### src/rtl/seq_magnitude_comparator.sv
// Multi-cycle MSB-first magnitude comparator, D bits per cycle, unsigned or two's complement.
// Define CMP_EARLY_EXIT_EN to stop at the first differing chunk; otherwise every compare takes N chunks.
module seq_magnitude_comparator #(
  parameter int unsigned W = 16,
  parameter int unsigned D = 2
) (
  input  logic                    clk,
  input  logic                    reset,
  input  logic                    start,
  input  logic [W-1:0]            a,
  input  logic [W-1:0]            b,
  input  logic                    signed_mode,
  output logic                    ready,
  output logic                    done,
  output logic                    agtb,
  output logic                    aeqb,
  output logic                    altb,
  output logic [$clog2(W/D):0]    chunks_used
);

  localparam int unsigned N  = W / D;
  localparam int unsigned CW = $clog2(N) + 1;
  localparam int unsigned IW = (N > 1) ? $clog2(N) : 1;
  localparam logic [W-1:0] MSB_MASK = {1'b1, {(W-1){1'b0}}};

  typedef enum logic [1:0] {IDLE, CMP, DONE} state_t;
  typedef enum logic [1:0] {R_NONE, R_GT, R_EQ, R_LT} res_t;

  state_t          state;
  logic [W-1:0]    a_r;
  logic [W-1:0]    b_r;
  logic [IW-1:0]   idx;
  logic [CW-1:0]   count;
  logic [D-1:0]    a_chunk;
  logic [D-1:0]    b_chunk;
  res_t            step_res;
  res_t            final_res;
  logic            finish;
`ifndef CMP_EARLY_EXIT_EN
  res_t            sticky;
  res_t            sticky_next;
`endif

  // Current chunk compare and decision whether this is the last CMP cycle
  always_comb begin
    a_chunk   = a_r[idx*D +: D];
    b_chunk   = b_r[idx*D +: D];
    step_res  = R_EQ;
    if (a_chunk > b_chunk)
      step_res = R_GT;
    else if (a_chunk < b_chunk)
      step_res = R_LT;
`ifdef CMP_EARLY_EXIT_EN
    finish    = (step_res != R_EQ) || (idx == '0);
    final_res = step_res;
`else
    sticky_next = sticky;
    if (sticky == R_NONE && step_res != R_EQ)
      sticky_next = step_res;
    finish    = (idx == '0);
    final_res = (sticky_next == R_NONE) ? R_EQ : sticky_next;
`endif
  end

  always_ff @(posedge clk) begin
    if (reset) begin
      state       <= IDLE;
      ready       <= 1'b1;
      done        <= 1'b0;
      agtb        <= 1'b0;
      aeqb        <= 1'b0;
      altb        <= 1'b0;
      chunks_used <= '0;
      a_r         <= '0;
      b_r         <= '0;
      idx         <= '0;
      count       <= '0;
`ifndef CMP_EARLY_EXIT_EN
      sticky      <= R_NONE;
`endif
    end else begin
      done <= 1'b0;
      case (state)
        IDLE: begin
          if (start) begin
            // Offset-binary: flipping both sign bits turns a signed compare into an unsigned one
            a_r   <= signed_mode ? (a ^ MSB_MASK) : a;
            b_r   <= signed_mode ? (b ^ MSB_MASK) : b;
            idx   <= IW'(N - 1);
            count <= '0;
`ifndef CMP_EARLY_EXIT_EN
            sticky <= R_NONE;
`endif
            ready <= 1'b0;
            state <= CMP;
          end
        end
        CMP: begin
          count <= count + CW'(1);
`ifndef CMP_EARLY_EXIT_EN
          sticky <= sticky_next;
`endif
          if (finish) begin
            // Results become visible together with the done pulse
            done        <= 1'b1;
            agtb        <= (final_res == R_GT);
            aeqb        <= (final_res == R_EQ);
            altb        <= (final_res == R_LT);
            chunks_used <= count + CW'(1);
            state       <= DONE;
          end else begin
            idx <= idx - IW'(1);
          end
        end
        DONE: begin
          ready <= 1'b1;
          state <= IDLE;
        end
        default: begin
          ready <= 1'b1;
          state <= IDLE;
        end
      endcase
    end
  end

endmodule

### config.mk
export PLATFORM = sky130hd
export DESIGN_NAME = seq_magnitude_comparator
export DESIGN_NICKNAME = d
export VERILOG_FILES = /design/src/rtl/seq_magnitude_comparator.sv
export SDC_FILE = /design/constraint.sdc
export NUM_CORES = 1
export LEC_CHECK = 0
export BUFFER_PORTS_ARGS = -buffer_cell sky130_fd_sc_hd__buf_4
export CORE_MARGIN = 3
export CORE_UTILIZATION = 54
export CTS_CLUSTER_DIAMETER = 200
export CTS_CLUSTER_SIZE = 30
export DETAILED_ROUTE_END_ITERATION = 7
export HOLD_SLACK_MARGIN = 0.15
export MAX_ROUTING_LAYER = met4
export PLACE_DENSITY_LB_ADDON = 0.12
export REMOVE_ABC_BUFFERS = 1
export SYNTH_ARGS = -nofsm -noshare
export SYNTH_HDL_FRONTEND = slang
export SYNTH_SLANG_ARGS = --single-unit
export TNS_END_PERCENT = 30
### constraint.sdc
create_clock -name clk -period 3.3 [get_ports clk]
set_clock_uncertainty 0.1 [all_clocks]
set_input_delay 0.99 -clock clk [delete_from_list [all_inputs] [get_ports clk]]
set_output_delay 0.99 -clock clk [all_outputs]
set_load 0.02 [all_outputs]
== After elaboration in Yosys (flattened, before gate mapping) ==
Cells that the tools add are included.

* $lt $le $gt $ge: 2
* Shifts and indexed selects: 2
* Muxes and demuxes: 19
* $add $sub $neg: 2
* Equality and inequality tests: 8
* Reduce and logical (&&, ||, !) cells: 13
* Bitwise gates (word level): 3

{| class="wikitable"
|+ Operators by type and width
! cell !! count
|-
| 2-to-1 mux 16 bit || 2
|-
| variable part select 16 x 5 -> 2 bit || 2
|-
| 2-to-1 mux 2 bit || 6
|-
| AND reduction 2 bit || 5
|-
| inequality test 2 bit, second input constant || 4
|-
| one-hot mux 2 bit (2 select lines) || 2
|-
| one-hot mux 4 bit (2 select lines) || 1
|-
| logical NOT 2 bit || 3
|-
| 2-to-1 mux 3 bit || 2
|-
| one-hot mux 3 bit (2 select lines) || 1
|-
| adder 4 x 1 -> 4 bit, second input constant || 1
|-
| == test 2 x 1 -> 1 bit, second input constant || 2
|-
| == test 2 bit, second input constant || 2
|-
| 2-to-1 mux 4 bit || 1
|-
| logical NOT 3 bit || 1
|-
| 2-to-1 mux 1 bit || 3
|-
| inverter 1 bit || 3
|-
| AND reduction 3 bit || 1
|-
| subtractor 3 x 1 -> 3 bit, second input constant || 1
|-
| > comparator 2 bit || 1
|-
| less-than comparator 2 bit || 1
|-
| one-hot mux 1 bit (2 select lines) || 1
|-
| nonzero test 2 bit || 1
|-
| OR reduction 2 bit || 1
|-
| logical AND 1 bit || 1
|}

* Output and inout port bits: 9
* Register bits: 52
* Input bits: 36

== Depth between registers and ports, before layout ==
* Depth in word-level cells: 10
* Mapped depth: 8
* Depth with buffers taken out: 7

== Worst setup path after synthesis ==
No wires, ideal clock.

* Path type: flip-flop to flip-flop
* Start: register idx[0]
* End: register altb
* Required time: 3130 ps
* Arrival time: 2286 ps
* Clock period less this slack: 2456 ps
* Stages on the path, launching flop included: 8
* Path slack: 844 ps
* Cells stage by stage: dfxtp_1 buf_2 mux4_2 mux2_2 ha_1 a211oi_1 o221ai_1 a21oi_1

* Cells in the longest elaborated chain, start to end: 10
* Elaborated cells on any way between the ends: 14
* Those cells by class: 2 x order compare; 2 x eq/ne; 2 x shift; 4 x mux; 4 x reduce/logical

{| class="wikitable"
|+ Ends and longest elaborated chain
! what !! line !! source
|-
| from (decl) || 32 || <nowiki>logic [IW-1:0] idx;</nowiki>
|-
| from (signal assigned) || 89 || <nowiki>idx <= IW'(N - 1);</nowiki>
|-
| from (signal assigned) || 112 || <nowiki>idx <= idx - IW'(1);</nowiki>
|-
| variable part select 16 x 5 -> 2 bit, on equally long branches || 46, 47 ||
|-
| less-than comparator 2 bit || 51 || <nowiki>else if (a_chunk < b_chunk)</nowiki>
|-
| 2-to-1 mux 1 bit || 51 ||
|-
| 2-to-1 mux 2 bit || 49 || <nowiki>if (a_chunk > b_chunk)</nowiki>
|-
| inequality test 2 bit || 58 || <nowiki>if (sticky == R_NONE && step_res != R_EQ)</nowiki>
|-
| logical AND 1 bit || 58 ||
|-
| 2-to-1 mux 2 bit || 58 ||
|-
| logical NOT 2 bit || 61 || <nowiki>final_res = (sticky_next == R_NONE) ? R_EQ : sticky_next;</nowiki>
|-
| 2-to-1 mux 2 bit || 61 ||
|-
| == test 2 bit || 108 || <nowiki>altb <= (final_res == R_LT);</nowiki>
|-
| to (signal assigned) || 108 ||
|-
| to (decl) || 17 || <nowiki>output logic altb,</nowiki>
|}

Parallel ways exist; a longest one is shown, timed or not.
A chain may end at the register's enable or synchronous reset.

== Final worst setup path ==
Ends and elaborated chain as after synthesis.

==> results.yml <==
outcome:
  status: "complete, no violations"
floorplanning:
  coreArea_um2: 3830
  pin_count: 45
  rows: 22
  dieArea_um2: 4930
  fp.dieW_um: 70.2
  initial_core_util_pct: 58.1
  die_y_um: 70.2
placed_design:
  gp_congestion: 0.796
  port_buffers: 44
  placed_cells: 327
  dp_hpwl_mm: 2.95
detailed_routing:
  first_pass_iters: 4
  num_vias: 1797
  drt-initial-drc-count: 155
  vias_per_cell: 5.36
  wl_mm: 4.40
  antenna_left: 0
  wl_per_cell_um: 13.1
  drcViolationCount: 0
clock_tree:
  cts_max_level: 2
  post-cts-setup-buffer-count: 0
  cts-root-buf: "clkbuf_8"
  cts_hold_buffers: 0
  clockBufferDepth: 2
  cts_tree: "done"
  path_clk_slew_ns: 0.09
  insertion_delay_ns: 0.31
  cts_resized: 0
  cts_sinks: 52
  cts_buffers: 5
logic_synthesis:
  synth-simple-area-share_pct: 19.0
  yosysMostFrequentCell: "nand2_1"
  synth.distinct_cells: 32
  synthArstFlopShare_pct: 0
  synth_edf_count: 0
  ys_top_cells_by_count: "64 x nand2_1, 52 x dfxtp_1, 37 x a21oi_1"
  synthMuxAreaShare_pct: 10.5
  synth_fa_ha_area_share_pct: 2.81
  synthTopCellsByArea: "dfxtp_1 47%, nand2_1 11%, a21oi_1 8.3%"
  netlist_instances: 252
  yosys_warnings: 0
  ys_seq_area_share_pct: 46.8
  synth_area_um2: 2220
  synth_top_area_cell: "dfxtp_1"
  synth-compound-area-share_pct: 14.6
  postSynthAreaPerCell_um2: 8.83
  ys_ff_latch: 52
  synth_top_cell_area_share_pct: 46.8
  synthFlopType: "dfxtp_1"
  synth_xor_xnor_area_share_pct: 1.57
  synth_top_family_by_area: "simple AND/OR/NAND/NOR gates"
power:
  vdd_ir_drop_max_mv: 0.360
  power_frac_clock_pct: 37.6
  p_leak_nw: 1.11
  switching_share_pct: 24.5
  power_frac_comb_pct: 16.2
  power.density_nw_per_um2: 578
  pwr-share-seq_pct: 46.2
  internal-power_mw: 1.18
  switchingPower_mw: 0.381
layout:
  areaGrowthSynthToFinish_pct: 21.3
  diodes: 0
  fin_cells: 335
  drive_above_1_share_pct: 23.7
  finalNetCount: 327
critical_path:
  worstPathArrival_ns: 2.96
  worstRegToRegCells: 6
  critPathKind: "flop to flop"
  cp-start-kind: "flop"
  worstPathRequired_ns: 3.44
  worstSetupEndpointType: "flop"
  crit_fanout: 11
sta:
  relSlewSlack_pct: 58.7
  setup_tns_ns: 0
  clock.fmax_mhz: 355
  fin_crit_sh_pct: 85.3
  final_max_slew_viol_count: 0
  hold_viol_final: 0
  setup_violations: 0
  worst-slew-pin-transition_ns: 0.619
  finalCriticalPeriod_ns: 2.81
  rsz0062_at_grt: "false"
global_route:
  grt_pass1_vias: 1661
  grt_start_max_net_pins: 52
  track_usage_pct: 19.5
  overflow: 0
  antenna_found_initial: 0
  grt_pass1_wl_mm: 7.65
hold_path:
  hold_path_class: "flop to flop"
  holdPathStages: 2
job:
  drv_cap: 0
## area by class of cell
class                   instances  area (µm²)
multi-input cells             177        1080
well taps                      48        60.1
inverters                       5        18.8
clock inverters                 3        90.1
flip-flops and latches         52        1040
repair buffers                 45         338
fillers                       319        1130
clock buffers                   5        68.8
## layer usage
metal	vias up	wire (µm)	GRT usage (%)
li1	925	-	-
met2	53	2070	29.4
met4	0	61	7.66
met1	813	2050	26.0
met5	-	0	-
met3	6	220	3.45
## sequential cells by signal, indices dropped and copies added (netlist names)
name and count:
a_r 16, aeqb 1, agtb 1, altb 1, b_r 16, chunks_used 4, count 4, done 1
idx 3, ready 1, state 2, sticky 2
## placed cells by master, fill, tap and decap left out, drive strengths merged
master / Yosys / layout
nand3b: 2 / 2
xnor2: 4 / 4
ha: 5 / 5
o221ai: 1 / 1
mux2i: 2 / 2
a22oi: 2 / 2
a211oi: 6 / 6
or2: 2 / 2
o31ai: 1 / 1
o21ai: 2 / 2
dfxtp: 52 / 52
mux4: 8 / 8
a21oi: 37 / 37
and2: 1 / 1
nand3: 3 / 3
nand4bb: 1 / 1
buf: 10 / 45
a311oi: 1 / 1
bufinv: 0 / 3
nor2: 19 / 19
nand2: 64 / 64
inv: 5 / 5
nand2b: 4 / 4
clkbuf: 8 / 5
a21o: 1 / 1
nor3: 3 / 3
and2b: 1 / 1
a31oi: 1 / 1
mux2: 3 / 3
o41ai: 1 / 1
o21bai: 2 / 2
## power by group through the flow
stage               Combinational [mW]  Clock [mW]  Sequential, mW
floorplan                        0.159           0           0.731
global placement                 0.246           0           0.734
detailed placement               0.253           0           0.735
CTS                              0.255       0.595           0.720
global route                     0.284       0.621           0.729
finish                           0.253       0.586           0.720
## critical path, cell delays in order, from the launching register on
cell and delay (ns):
dfxtp_1 0.70, mux4_2 0.57, mux2_2 0.27, ha_1 0.32, a211oi_1 0.42, o221ai_1 0.21
a21oi_1 0.16
## per-stage QoR
stage | worst slack [ns] | power (mW) | area (µm²) | util, % | hold WS, ns
CTS | 0.438 | 1.57 | 2700 | 70.5 | 0.360
finish | 0.486 | 1.56 | 2700 | 70.5 | 0.357
global route | 0.284 | 1.63 | 2700 | 70.5 | 0.379
floorplan | 0.522 | 0.889 | 2140 | - | 0.327
detailed placement | 0.475 | 0.988 | 2540 | 66.4 | 0.347
global placement | 0.591 | 0.979 | 2540 | 66.4 | 0.343
## worst paths after layout
check	startpoint	to	slack [ns]
max	idx[0]	altb	0.49
min	b_r[4]	b_r[4]	0.36
max reg2reg	idx[0]	altb	0.49
min reg2reg	b_r[4]	b_r[4]	0.36
## logic make-up (layout without fill, tap and decap cells)
group           after synthesis  after routing
mux                          13             13
xor+xnor                      4              4
simple gates                100            100
flops                        52             52
compound gates               55             55
fa+ha+maj                     5              5
buf+inv                      23             58
Note: power is estimated with default switching activity, not from simulation.
